**src/rtl/div16_seq.sv**
```systemverilog
// Iterative unsigned restoring divider: one quotient bit per clock under a
// start/done handshake. A zero divisor short-circuits to a one-cycle result.
`timescale 1ns/1ps
module div16_seq #(
  parameter int unsigned WIDTH = 16
) (
  input  logic             clk,
  input  logic             rst_n,
  input  logic             start,
  input  logic [WIDTH-1:0] dividend,
  input  logic [WIDTH-1:0] divisor,
  output logic             busy,
  output logic             done,
  output logic [WIDTH-1:0] quotient,
  output logic [WIDTH-1:0] remainder,
  output logic             div_by_zero
);

  localparam int unsigned CntW = $clog2(WIDTH + 1);

  typedef enum logic [0:0] {StIdle, StRun} state_e;

  state_e           r_state, w_state_nxt;
  logic [WIDTH-1:0] r_q, w_q_nxt;
  logic [WIDTH-1:0] r_d, w_d_nxt;
  // Partial remainder is always < D between steps, so WIDTH bits hold it;
  // the extra bit only exists transiently in the shifted value below.
  logic [WIDTH-1:0] r_r, w_r_nxt;
  logic [CntW-1:0]  r_cnt, w_cnt_nxt;
  logic [WIDTH-1:0] r_quo, w_quo_nxt;
  logic [WIDTH-1:0] r_rem, w_rem_nxt;
  logic             r_dbz, w_dbz_nxt;
  logic             r_done, w_done_nxt;

  logic [WIDTH:0]   w_r_shift;
  logic             w_ge;
  logic [WIDTH-1:0] w_r_sub;
  logic [WIDTH-1:0] w_r_step;
  logic [WIDTH-1:0] w_q_step;

  // One restoring step: shift in the next dividend bit, trial-subtract D.
  always_comb begin
    w_r_shift = {r_r, r_q[WIDTH-1]};
    w_ge      = (w_r_shift >= {1'b0, r_d});
    // When w_ge holds the true difference is < D, so modulo-2^WIDTH is exact.
    w_r_sub   = w_r_shift[WIDTH-1:0] - r_d;
    w_r_step  = w_ge ? w_r_sub : w_r_shift[WIDTH-1:0];
    w_q_step  = {r_q[WIDTH-2:0], w_ge};
  end

  // Next-state and datapath control for the IDLE/RUN controller.
  always_comb begin
    w_state_nxt = r_state;
    w_q_nxt     = r_q;
    w_d_nxt     = r_d;
    w_r_nxt     = r_r;
    w_cnt_nxt   = r_cnt;
    w_quo_nxt   = r_quo;
    w_rem_nxt   = r_rem;
    w_dbz_nxt   = r_dbz;
    w_done_nxt  = 1'b0;
    case (r_state)
      StIdle: begin
        if (start) begin
          if (divisor != '0) begin
            w_q_nxt     = dividend;
            w_d_nxt     = divisor;
            w_r_nxt     = '0;
            w_cnt_nxt   = CntW'(WIDTH);
            w_state_nxt = StRun;
          end else begin
            w_quo_nxt  = '1;
            w_rem_nxt  = dividend;
            w_dbz_nxt  = 1'b1;
            w_done_nxt = 1'b1;
          end
        end
      end
      StRun: begin
        w_q_nxt   = w_q_step;
        w_r_nxt   = w_r_step;
        w_cnt_nxt = r_cnt - CntW'(1);
        if (r_cnt == CntW'(1)) begin
          w_quo_nxt   = w_q_step;
          w_rem_nxt   = w_r_step;
          w_dbz_nxt   = 1'b0;
          w_done_nxt  = 1'b1;
          w_state_nxt = StIdle;
        end
      end
      default: w_state_nxt = StIdle;
    endcase
  end

  // State and datapath registers; reset discards any in-flight division.
  always_ff @(posedge clk or negedge rst_n) begin
    if (!rst_n) begin
      r_state <= StIdle;
      r_q     <= '0;
      r_d     <= '0;
      r_r     <= '0;
      r_cnt   <= '0;
      r_quo   <= '0;
      r_rem   <= '0;
      r_dbz   <= 1'b0;
      r_done  <= 1'b0;
    end else begin
      r_state <= w_state_nxt;
      r_q     <= w_q_nxt;
      r_d     <= w_d_nxt;
      r_r     <= w_r_nxt;
      r_cnt   <= w_cnt_nxt;
      r_quo   <= w_quo_nxt;
      r_rem   <= w_rem_nxt;
      r_dbz   <= w_dbz_nxt;
      r_done  <= w_done_nxt;
    end
  end

  // Outputs come straight from registers.
  always_comb begin
    busy        = (r_state == StRun);
    done        = r_done;
    quotient    = r_quo;
    remainder   = r_rem;
    div_by_zero = r_dbz;
  end

endmodule
```
**config.mk**
```make
export PLATFORM = sky130hd
export DESIGN_NAME = div16_seq
export DESIGN_NICKNAME = d
export VERILOG_FILES = /design/src/rtl/div16_seq.sv
export SDC_FILE = /design/constraint.sdc
export NUM_CORES = 1
export LEC_CHECK = 0
export CAP_MARGIN = 10
export CORE_MARGIN = 2
export CORE_UTILIZATION = 45
export DETAILED_ROUTE_END_ITERATION = 7
export GPL_ROUTABILITY_DRIVEN = 0
export PLACE_DENSITY = 0.71
export SETUP_SLACK_MARGIN = 0.02
export SYNTH_ARGS = -nofsm -noshare
export SYNTH_HDL_FRONTEND = slang
export SYNTH_SLANG_ARGS = --single-unit
```
**constraint.sdc**
```tcl
create_clock -name clk -period 2.48 [get_ports clk]
set_clock_uncertainty 0.05 [all_clocks]
set_input_delay 0.62 -clock clk [delete_from_list [all_inputs] [get_ports clk]]
set_output_delay 0.62 -clock clk [all_outputs]
set_load 0.02 [all_outputs]
```
==> results of run 1 <==
## kinds of logic after synthesis
| logic type | count (synthesis) | synth area share [%] |
|---|---|---|
| and+or+nand+nor | 156 | 15.1 |
| muxes | 30 | 6.55 |
| AOI/OAI and AO/OA | 147 | 19.6 |
| DFF | 88 | 46.7 |
| buffers and inverters | 50 | 4.43 |
| xor gates and xnor gates | 13 | 2.41 |
| adders and majority gates | 19 | 5.20 |
## synthesized netlist by cell type, types with 2 or more instances
cell / number
nand3_1: 8
buf_2: 2
nand2_1: 89
nand2b_1: 4
o32a_1: 2
nor2_1: 21
xor2_1: 6
o21ai_0: 72
buf_6: 2
nor3_1: 2
clkbuf_1: 20
nand4_1: 5
o211ai_1: 2
o22ai_1: 5
a21o_1: 5
and2_1: 3
xnor2_1: 7
a21oi_1: 27
o21a_1: 2
or2_2: 3
a31oi_1: 4
ha_1: 18
and3_1: 4
a211oi_1: 4
inv_1: 24
dfrtp_1: 88
nor4_1: 4
o22a_1: 2
nor4b_1: 3
a21oi_2: 4
mux2i_1: 26
mux2_2: 3
o31ai_1: 2
or3_1: 4
## registers in the layout, indices dropped and copies added, names as in the netlist
register / flops
remainder: 16
r_r: 16
r_q: 16
r_d: 16
div_by_zero: 1
quotient: 16
r_cnt: 5
done: 1
busy: 1
## per-stage QoR
stage | total power (uW) | TNS [ns] | area, sq um | hold slack (ns)
6_report | 12100 | -0.436 | 6850 | 0.149
5_1_grt | 13000 | -3.53 | 6850 | 0.160
3_3_place_gp | 9000 | -4.17 | 6110 | 0.432
3_5_place_dp | 9170 | -6.31 | 6110 | 0.437
4_1_cts | 10800 | -0.0191 | 6540 | 0.165
2_1_floorplan | 6680 | 0 | 4720 | 0.274
## power by group through the flow
| stage | registers, uW | clock network (uW) | logic [uW] |
|---|---|---|---|
| after global placement | 2700 | 0 | 6300 |
| after global routing | 2830 | 970 | 9160 |
| final | 2760 | 903 | 8480 |
| after detailed placement | 2730 | 0 | 6450 |
| after floorplan | 2920 | 0 | 3750 |
| after CTS | 2740 | 904 | 7140 |
## cell type report
type                            count  area, sq um  share of cell area [%]
Inverter                           24         90.1                    1.32
Tap cell                          136          170                    2.48
Sequential cell                    88         2200                    32.2
Clock buffer                        9          124                    1.81
Timing Repair Buffer              166         1520                    22.2
Clock inverter                      6         42.5                   0.621
Multi-Input combinational cell    365         2700                    39.4
## routing by layer
layer	up-vias	part of all wire (%)	track usage [%]
li1	2070	-	-
met1	2185	41	30.2
met2	152	52	40.2
met3	32	4.1	2.88
met4	0	3.0	9.96
met5	-	0	0
## final timing paths
| path | startpoint | end | cells after the start |
|---|---|---|---|
| max in group asynchronous | rst_n | r_r[10] | 2 |
| worst min-delay path | rst_n | r_cnt[2] | 1 |
| worst max register to register | r_r[11] | remainder[0] | 8 |
| worst max-delay path | r_r[11] | remainder[0] | 8 |
| min in group clk | div_by_zero | div_by_zero | 2 |
| worst min register to register | div_by_zero | div_by_zero | 2 |
## layout by cell type (no fill, tap or decap), types with 6 or more instances in the layout
cell | netlist | final
ha_1 | 18 | 6
ha_4 | 0 | 12
xor2_1 | 6 | 6
inv_2 | 0 | 8
o21ai_0 | 72 | 59
clkdlybuf4s50_1 | 0 | 68
o21ai_1 | 1 | 11
nor2_1 | 21 | 21
nand3_1 | 8 | 6
xnor2_1 | 7 | 7
a21oi_1 | 27 | 23
clkbuf_8 | 0 | 9
buf_4 | 1 | 88
mux2i_1 | 26 | 18
dfrtp_1 | 88 | 87
nand2_1 | 89 | 88
inv_1 | 24 | 16
## what timing repair did
action                     in CTS  in global routing
resized for setup              38                 51
hold buffers                    0                  0
setup endpoints to repair      32                 33
pin swaps                      14                 18
setup buffers                   5                 12
cloned                          1                  1
==> summary.md, run 1 <==
| Metric | Value |
|---|---|
| Pleak | 0.00302 uW |
| Int Pwr | between 6000 and 7000 uW |
| Die height | 106 um |
| Critical path's slowest cell | dfrtp_1 |
| Vias | 4439 |
| Max Freq | just under 400 MHz |
| Synth warn | 0 |
| Ranking of synthesized cells by area | dfrtp_1 (47%), o21ai_0 (7.6%), nand2_1 (7.1%), mux2i_1 (5.5%), ha_1 (4.8%) |
| Worst-Margin Slew | 0.474 ns |
| Worst setup SP type | register |
| Sequential share of the synthesized area | a little under half |
| Crit-path max FO | 6 |
| P&R area growth vs syn | 45.2% |
| Max IR drop VDD | 0.940 mV |
| Drt first pass iters | 5 |
| Total gr overflow | 0 |
| Prevailing post-synth register cell | dfrtp_1 |
| Final Hold Fails | 0 |
| Area share of the largest cell type after synthesis | 46.7% |
| PortBufs | 69 |
| Final non-filler cell total | 794 |
| GRT Overall Usage | a little under a quarter |
| Flop2flop setup slack | -0.1 ns |
| Layout cells sized above 1 | 28.3% |
| DP HPWL | 9110 um |
| Failing checks | setup timing |
| Slew Viols, Final | 0 |
| Pwr/cell area | approximately 1800 mW/mm^2 |
| Initial Utilization | a little under half |
| Switching share of total power | 43.5% |
| P_sw | around 5300 uW |
| Setup Crit Path Kind | reg2reg |
| Post-detailed-route count of antenna-violating nets | 0 |
| Max Cap Violations | 0 |
| Fin worst setup slack | -0.0973 ns |
| Post-Syn Instances | slightly above 500 |
| Post-synth EDFFs | 0 |
| HP Class | in2async |
| Reg power frac | a little under a quarter |
| WL final | 13800 um |
| Residual DRC count | 0 |
| Io pins | 70 |
| CTS clk-pin slew, worst paths | around 0.09 ns |
| Async SR Flop Fraction | 100% |
| DRT iter0 DRCs | ~270 |
| Final period utilization | 104% |
| Minimum clock period | 2.58 ns |
| Final setup violation count | 9 |
| Worst endpoint required time | 2.71 ns |
| Global-route wire length before repair | 21000 um |
| Delay of the slowest critical-path stage | 0.44 ns |
| Vias per cell | 5.59 |
| Number of synthesized register bits | 88 |
| Final Util | 66.9% |
| Antenna violations before repair | 0 |
| TritonCTS clock tree | yes |
| Worst Path Arrival | 2.81 ns |
| Post-Syn Nets | 557 |
| WL per Instance | 17.4 um |
| Worst path buffer plus inverter count | 2 |
| RSZ-0062 raised after global routing | yes |
| FILL cells | 745 |
| Top Family by Delay on Critical Path | compound AO/OA/AOI/OAI gates |
| Clk pwr share | 7.4% |
| ANT cells | 0 |
| Core area | ~0.010 sq mm |
| CTS Buf Count | 9 |
| Worst rel slew slack | 68.4% |
| Mapped cell area | roughly 0.0047 sq mm |
| Worst path cell trace | ha_4 -> and2_1 -> nand4_1 -> o41ai_4 -> buf_4 -> buf_8 -> mux2_4 -> a211oi_2 |
| Cells after DPL | 763 |
| Dpl ws | -0.295 ns |
| H-tree depth | 3 |
| Clock root buffer | clkbuf_8 |
| Syn avg cell area | 9.38 sq um |
| Combinational share of power | between 60% and 70% |
| Die width | 106 um |
| Clk sinks | 88 |
| Vias in the first global route | between 4000 and 5000 |
| Final net count | 708 |
| Worst skew pair latency | 0.36 ns |
| Outcome | complete, but fails checks |
| Clock Path Buffers | 2 |
| CP endpoint kind | register |
| Site row count | 37 |
| Largest net degree at the start of global routing | 40 |
| Cell taking the most area after synthesis | dfrtp_1 |
| Yosys cell types | 60 |
| Die ar. | 0.0113 sq mm |
(Power assumes the default switching activity.)
==> inputs of run 2 (changes only) <==
==> constraint.sdc (replaced) <==
create_clock -name clk -period 2.1 [get_ports clk]
set_clock_uncertainty 0.05 [all_clocks]
set_input_delay 0.525 -clock clk [delete_from_list [all_inputs] [get_ports clk]]
set_output_delay 0.525 -clock clk [all_outputs]
set_load 0.02 [all_outputs]
==> summary.md, run 2 (synthesis gave the netlist of run 1 again) <==
| Metric | Value |
|---|---|
| Outcome | complete, but fails checks (unchanged) |
| Failing checks | setup timing (unchanged) |
| Final setup violation count | 34 (was 9) |
| Io pins | 70 (unchanged) |
| DP HPWL | 9670 um (was 9110 um) |
| TritonCTS clock tree | yes (unchanged) |
| Vias per cell | 5.67 (was 5.59) |
| Setup Crit Path Kind | reg2reg (unchanged) |
| Worst setup path start | r_d[11] (was r_r[11]) |
| WL final | 15400 um (was 13800 um) |
| DRT iter0 DRCs | 295 (was 267) |
| Vias in the first global route | 4580 (was 4323) |
| WL per Instance | 18.7 um (was 17.4 um) |
| Clock Path Buffers | 2 (unchanged) |
| Clock root buffer | clkbuf_8 (unchanged) |
| P&R area growth vs syn | 55.3% (was 45.2%) |
| FILL cells | 692 (was 745) |
| Post-detailed-route count of antenna-violating nets | 0 (unchanged) |
| Die ar. | 0.0113 sq mm (unchanged) |
| R2R cell count | 11 (was 8) |
| Antenna violations before repair | 0 (unchanged) |
| Reg-to-reg endpoint | remainder[15] (was remainder[0]) |
| Worst rel slew slack | 66.1% (was 68.4%) |
| RSZ-0062 raised after global routing | yes (unchanged) |
| Die height | 106 um (unchanged) |
| CTS clk-pin slew, worst paths | 0.10 ns (was 0.09 ns) |
| HP Class | in2async (unchanged) |
| Initial Utilization | 46.1% (unchanged) |
| PortBufs | 69 (unchanged) |
| Hold buffers post-CTS | 0 (unchanged) |
| Global-route wire length before repair | 22100 um (was 21000 um) |
| CTS Buf Count | 9 (unchanged) |
| Clk sinks | 88 (unchanged) |
| Vias | 4681 (was 4439) |
| Most frequent cells in the layout | buf_4 (117), dfrtp_1 (88), nand2_1 (84) (was nand2_1 (88), buf_4 (88), dfrtp_1 (87)) |
| Worst setup SP type | register (unchanged) |
| Residual DRC count | 0 (unchanged) |
| Final period utilization | 124% (was 104%) |
| Crit-path max FO | 6 (unchanged) |
| R2r startpoint | r_d[11] (was r_r[11]) |
| Largest net degree at the start of global routing | 39 (was 40) |
| Drt first pass iters | 7 (was 5) |
| Setup TNS Final | -12.05 ns (was -0.436 ns) |
| Final Hold Fails | 0 (unchanged) |
| Max Cap Violations | 0 (unchanged) |
| GRT Overall Usage | 24.9% (was 23.6%) |
| Core area | 0.0102 sq mm (unchanged) |
| Worst skew pair latency | 0.38 ns (was 0.36 ns) |
| Final net count | 738 (was 708) |
| Commonest non-fill, non-tap cell in the layout | buf_4 |
| ANT cells | 0 (unchanged) |
| Flop2flop setup slack | -0.51 ns (was -0.1 ns) |
| Fin worst setup slack | -0.510 ns (was -0.0973 ns) |
| H-tree depth | 3 (unchanged) |
| Worst-Margin Slew | 0.508 ns (was 0.474 ns) |
| Worst Path Arrival | 2.87 ns (was 2.81 ns) |
| Max Freq | 383 MHz (was 388 MHz) |
| Worst endpoint required time | 2.36 ns (was 2.71 ns) |
| Site row count | 37 (unchanged) |
| CP endpoint kind | register (unchanged) |
| Dpl ws | -0.620 ns (was -0.295 ns) |
| Total gr overflow | 0 (unchanged) |
| Die width | 106 um (unchanged) |
| Minimum clock period | 2.61 ns (was 2.58 ns) |
| Layout cells sized above 1 | 34.0% (was 28.3%) |
| Slew Viols, Final | 0 (unchanged) |
## run 2: worst max-delay path: stages, from the launching register on
cell,delay (ns)
dfrtp_1,0.39
inv_1,0.12
ha_4,0.23
nand4_1,0.14
o221ai_2,0.12
nor2b_4,0.15
a2111oi_4,0.29
o41ai_4,0.16
buf_6,0.17
buf_8,0.15
nor2_1,0.32
o32a_1,0.25
## run 2: what timing repair did
item	in CTS	in global routing
buffers inserted	12	7
gates resized for setup	66	68
endpoints found under the setup margin	66	82
cloned	1	1
pin swaps	22	26
## run 2: per-stage QoR
stage	std cells	cell area [sq um]	utilization, %	hold WS, ns
2_1_floorplan	503	4770	-	0.179
3_3_place_gp	791	6380	62.4	0.434
3_5_place_dp	791	6380	62.4	0.434
4_1_cts	820	7030	68.7	0.0723
5_1_grt	825	7320	71.6	0.0895
6_report	825	7320	71.6	0.0593
## run 2: layout make-up
type | instances | area (sq um) | area share (%)
inverter | 24 | 90.1 | 1.23
multi-input combinational | 365 | 2880 | 39.3
timing repair buffer | 196 | 1770 | 24.2
clock inverter | 5 | 63.8 | 0.871
clock buffer | 11 | 141 | 1.93
sequential | 88 | 2200 | 30.1
tap | 136 | 170 | 2.32
## run 2: worst max-delay path by stage
| stage | cells after the start | to |
|---|---|---|
| 2_1_floorplan | 10 | remainder[0] |
| 3_3_place_gp | 8 | remainder[14] |
| 3_5_place_dp | 8 | remainder[14] |
| 4_1_cts | 9 | remainder[8] |
| 5_1_grt | 11 | remainder[0] |
| 6_report | 11 | remainder[15] |
## run 2: routing by layer
metal | vias to the layer above | track usage (%) | wire length (um)
met5 | - | 0 | 0
met4 | 0 | 11.0 | 697
met3 | 64 | 2.94 | 850
met2 | 176 | 43.6 | 7940
met1 | 2311 | 31.0 | 5930
li1 | 2130 | - | -
Power of run 2 is not shown: default switching activity piles up to over one toggle a cycle in this logic, so the estimate is an artifact.
==> inputs of run 3 (changes only) <==
--- a/config.mk
+++ b/config.mk
@@ -10,7 +10,7 @@
 export CORE_UTILIZATION = 45
 export DETAILED_ROUTE_END_ITERATION = 7
 export GPL_ROUTABILITY_DRIVEN = 0
-export PLACE_DENSITY = 0.71
+export PLACE_DENSITY_LB_ADDON = 0.15
 export SETUP_SLACK_MARGIN = 0.02
 export SYNTH_ARGS = -nofsm -noshare
 export SYNTH_HDL_FRONTEND = slang
==> summary.md, run 3 (synthesis gave the netlist of run 1 again) <==
| Metric | Value |
|---|---|
| Vias | 4493 (was 4681) |
| Clk sinks | 88 (unchanged) |
| Layout cells sized above 1 | 34.0% (about the same) |
| Global-route wire length before repair | 23900 um (was 22100 um) |
| WL per Instance | 17.6 um (was 18.7 um) |
| Crit-path max FO | 4 (was 6) |
| Vias in the first global route | 4777 (was 4580) |
| Worst setup SP type | register (unchanged) |
| Worst skew pair latency | 0.37 ns (was 0.38 ns) |
| CTS Buf Count | 9 (unchanged) |
| Residual DRC count | 0 (unchanged) |
| Largest net degree at the start of global routing | 89 (was 39) |
| Setup TNS Final | -11.77 ns (was -12.05 ns) |
| Clock Path Buffers | 2 (unchanged) |
| CTS clk-pin slew, worst paths | 0.10 ns (about the same) |
| Antenna violations before repair | 0 (unchanged) |
| Die width | 106 um (unchanged) |
| RSZ-0062 raised after global routing | yes (unchanged) |
| Final setup violation count | 34 (unchanged) |
| DRT met1 WL | 6050 um (was 5930 um) |
| Site row count | 37 (unchanged) |
| Register cell area after layout | 0.00220 sq mm (about the same) |
| Die ar. | 0.0113 sq mm (unchanged) |
| Vias per cell | 5.43 (was 5.67) |
| Failing checks | setup timing (unchanged) |
| TritonCTS clock tree | yes (unchanged) |
| Core area | 0.0102 sq mm (unchanged) |
| H-tree depth | 3 (unchanged) |
| Flop2flop setup slack | -0.45 ns (was -0.51 ns) |
| Setup Crit Path Kind | reg2reg (unchanged) |
| Max Freq | 392 MHz (was 383 MHz) |
| Final net count | 741 (was 738) |
| Fin worst setup slack | -0.449 ns (was -0.510 ns) |
| Worst-Margin Slew | 0.466 ns (was 0.508 ns) |
| Worst rel slew slack | 68.6% (was 66.1%) |
| Most frequent cells in the layout | buf_4 (117), dfrtp_1 (87), nand2_1 (86) (was buf_4 (117), dfrtp_1 (88), nand2_1 (84)) |
| DP HPWL | 9480 um (was 9670 um) |
| Outcome | complete, but fails checks (unchanged) |
| Die height | 106 um (unchanged) |
| Area occupied by multi-input gates | 0.00284 sq mm (was 0.00288 sq mm) |
| Cells after DPL | 789 (was 791) |
| Worst Path Arrival | 2.78 ns (was 2.87 ns) |
| WL final | 14600 um (was 15400 um) |
| Top sig layer | met4 (unchanged) |
| Commonest non-fill, non-tap cell in the layout | buf_4 (unchanged) |
| PortBufs | 69 (unchanged) |
| CP endpoint kind | register (unchanged) |
| HP Class | in2async (unchanged) |
| Max Cap Violations | 0 (unchanged) |
| GRT Overall Usage | 26.9% (was 24.9%) |
| Initial Utilization | 46.1% (unchanged) |
| Drt first pass iters | 4 (was 7) |
| FILL cells | 745 (was 692) |
| Final period utilization | 121% (was 124%) |
| DRT iter0 DRCs | 181 (was 295) |
| Minimum clock period | 2.55 ns (was 2.61 ns) |
| Io pins | 70 (unchanged) |
| Final non-filler cell total | 828 (was 825) |
| Clock root buffer | clkbuf_8 (unchanged) |
| Slew Viols, Final | 0 (unchanged) |
| Worst endpoint required time | 2.33 ns (was 2.36 ns) |
| Final Hold Fails | 0 (unchanged) |
| P&R area growth vs syn | 55.2% (was 55.3%) |
| Met2 wire len | 7630 um (was 7940 um) |
| Total gr overflow | 0 (unchanged) |
| Post-Layout Inst Area | 0.00732 sq mm (about the same) |
| ANT cells | 0 (unchanged) |
| Metal3 WL | 583 um (was 850 um) |
| Hold buffers post-CTS | 0 (unchanged) |
| Post-DP Area | 0.00638 sq mm (about the same) |
| Post-detailed-route count of antenna-violating nets | 0 (unchanged) |
## run 3: path summary, 6_finish.rpt
kind | depth (start not counted) | endpoint | from
setup / recovery | 11 | remainder[0] | r_d[10]
max in group asynchronous | 2 | busy | rst_n
setup reg to reg | 11 | remainder[0] | r_d[10]
hold / removal | 2 | r_d[0] | rst_n
min in group clk | 2 | quotient[7] | r_q[6]
hold reg to reg | 2 | quotient[7] | r_q[6]
## run 3: what timing repair did
action	4_1_cts	5_1_grt
resized for setup	83	26
setup endpoints to repair	36	85
cloned	1	1
buffers inserted	17	4
pin swaps	24	12
## run 3: final cells by class
| type | count | share of cell area [%] |
|---|---|---|
| multi-input cells | 365 | 38.8 |
| flip-flops and latches | 88 | 30.1 |
| repair buffers | 199 | 24.7 |
| well taps | 136 | 2.32 |
| clock buffers | 9 | 1.69 |
| inverters | 24 | 1.23 |
| clock inverters | 7 | 1.21 |
## run 3: through the flow
| step | hold WS (ns) | setup WS [ns] | util (%) |
|---|---|---|---|
| finish | 0.127 | -0.449 | 71.5 |
| global route | 0.155 | -0.563 | 71.5 |
| CTS | 0.154 | -0.388 | 69.9 |
| detailed placement | 0.432 | -0.562 | 62.3 |
| global placement | 0.429 | -0.510 | 62.3 |
| floorplan | 0.179 | -0.229 | - |
## run 3: metal layers
metal / GRT usage [%] / vias up
met1: 33.4 / 2212
met5: 0 / -
met3: 5.70 / 30
li1: - / 2147
met4: 9.68 / 0
met2: 46.3 / 104
## run 3: worst max-delay path, stage by stage (launching register included)
cell and delay, ns:
dfrtp_1 0.38, inv_2 0.09, ha_4 0.21, a21oi_2 0.17, o221ai_2 0.15, nor2b_4 0.15, a2111oi_4 0.26, o41ai_4 0.15
buf_4 0.19, buf_12 0.13, mux2_4 0.32, a211oi_2 0.20
Power of run 3 is left out for the same reason.
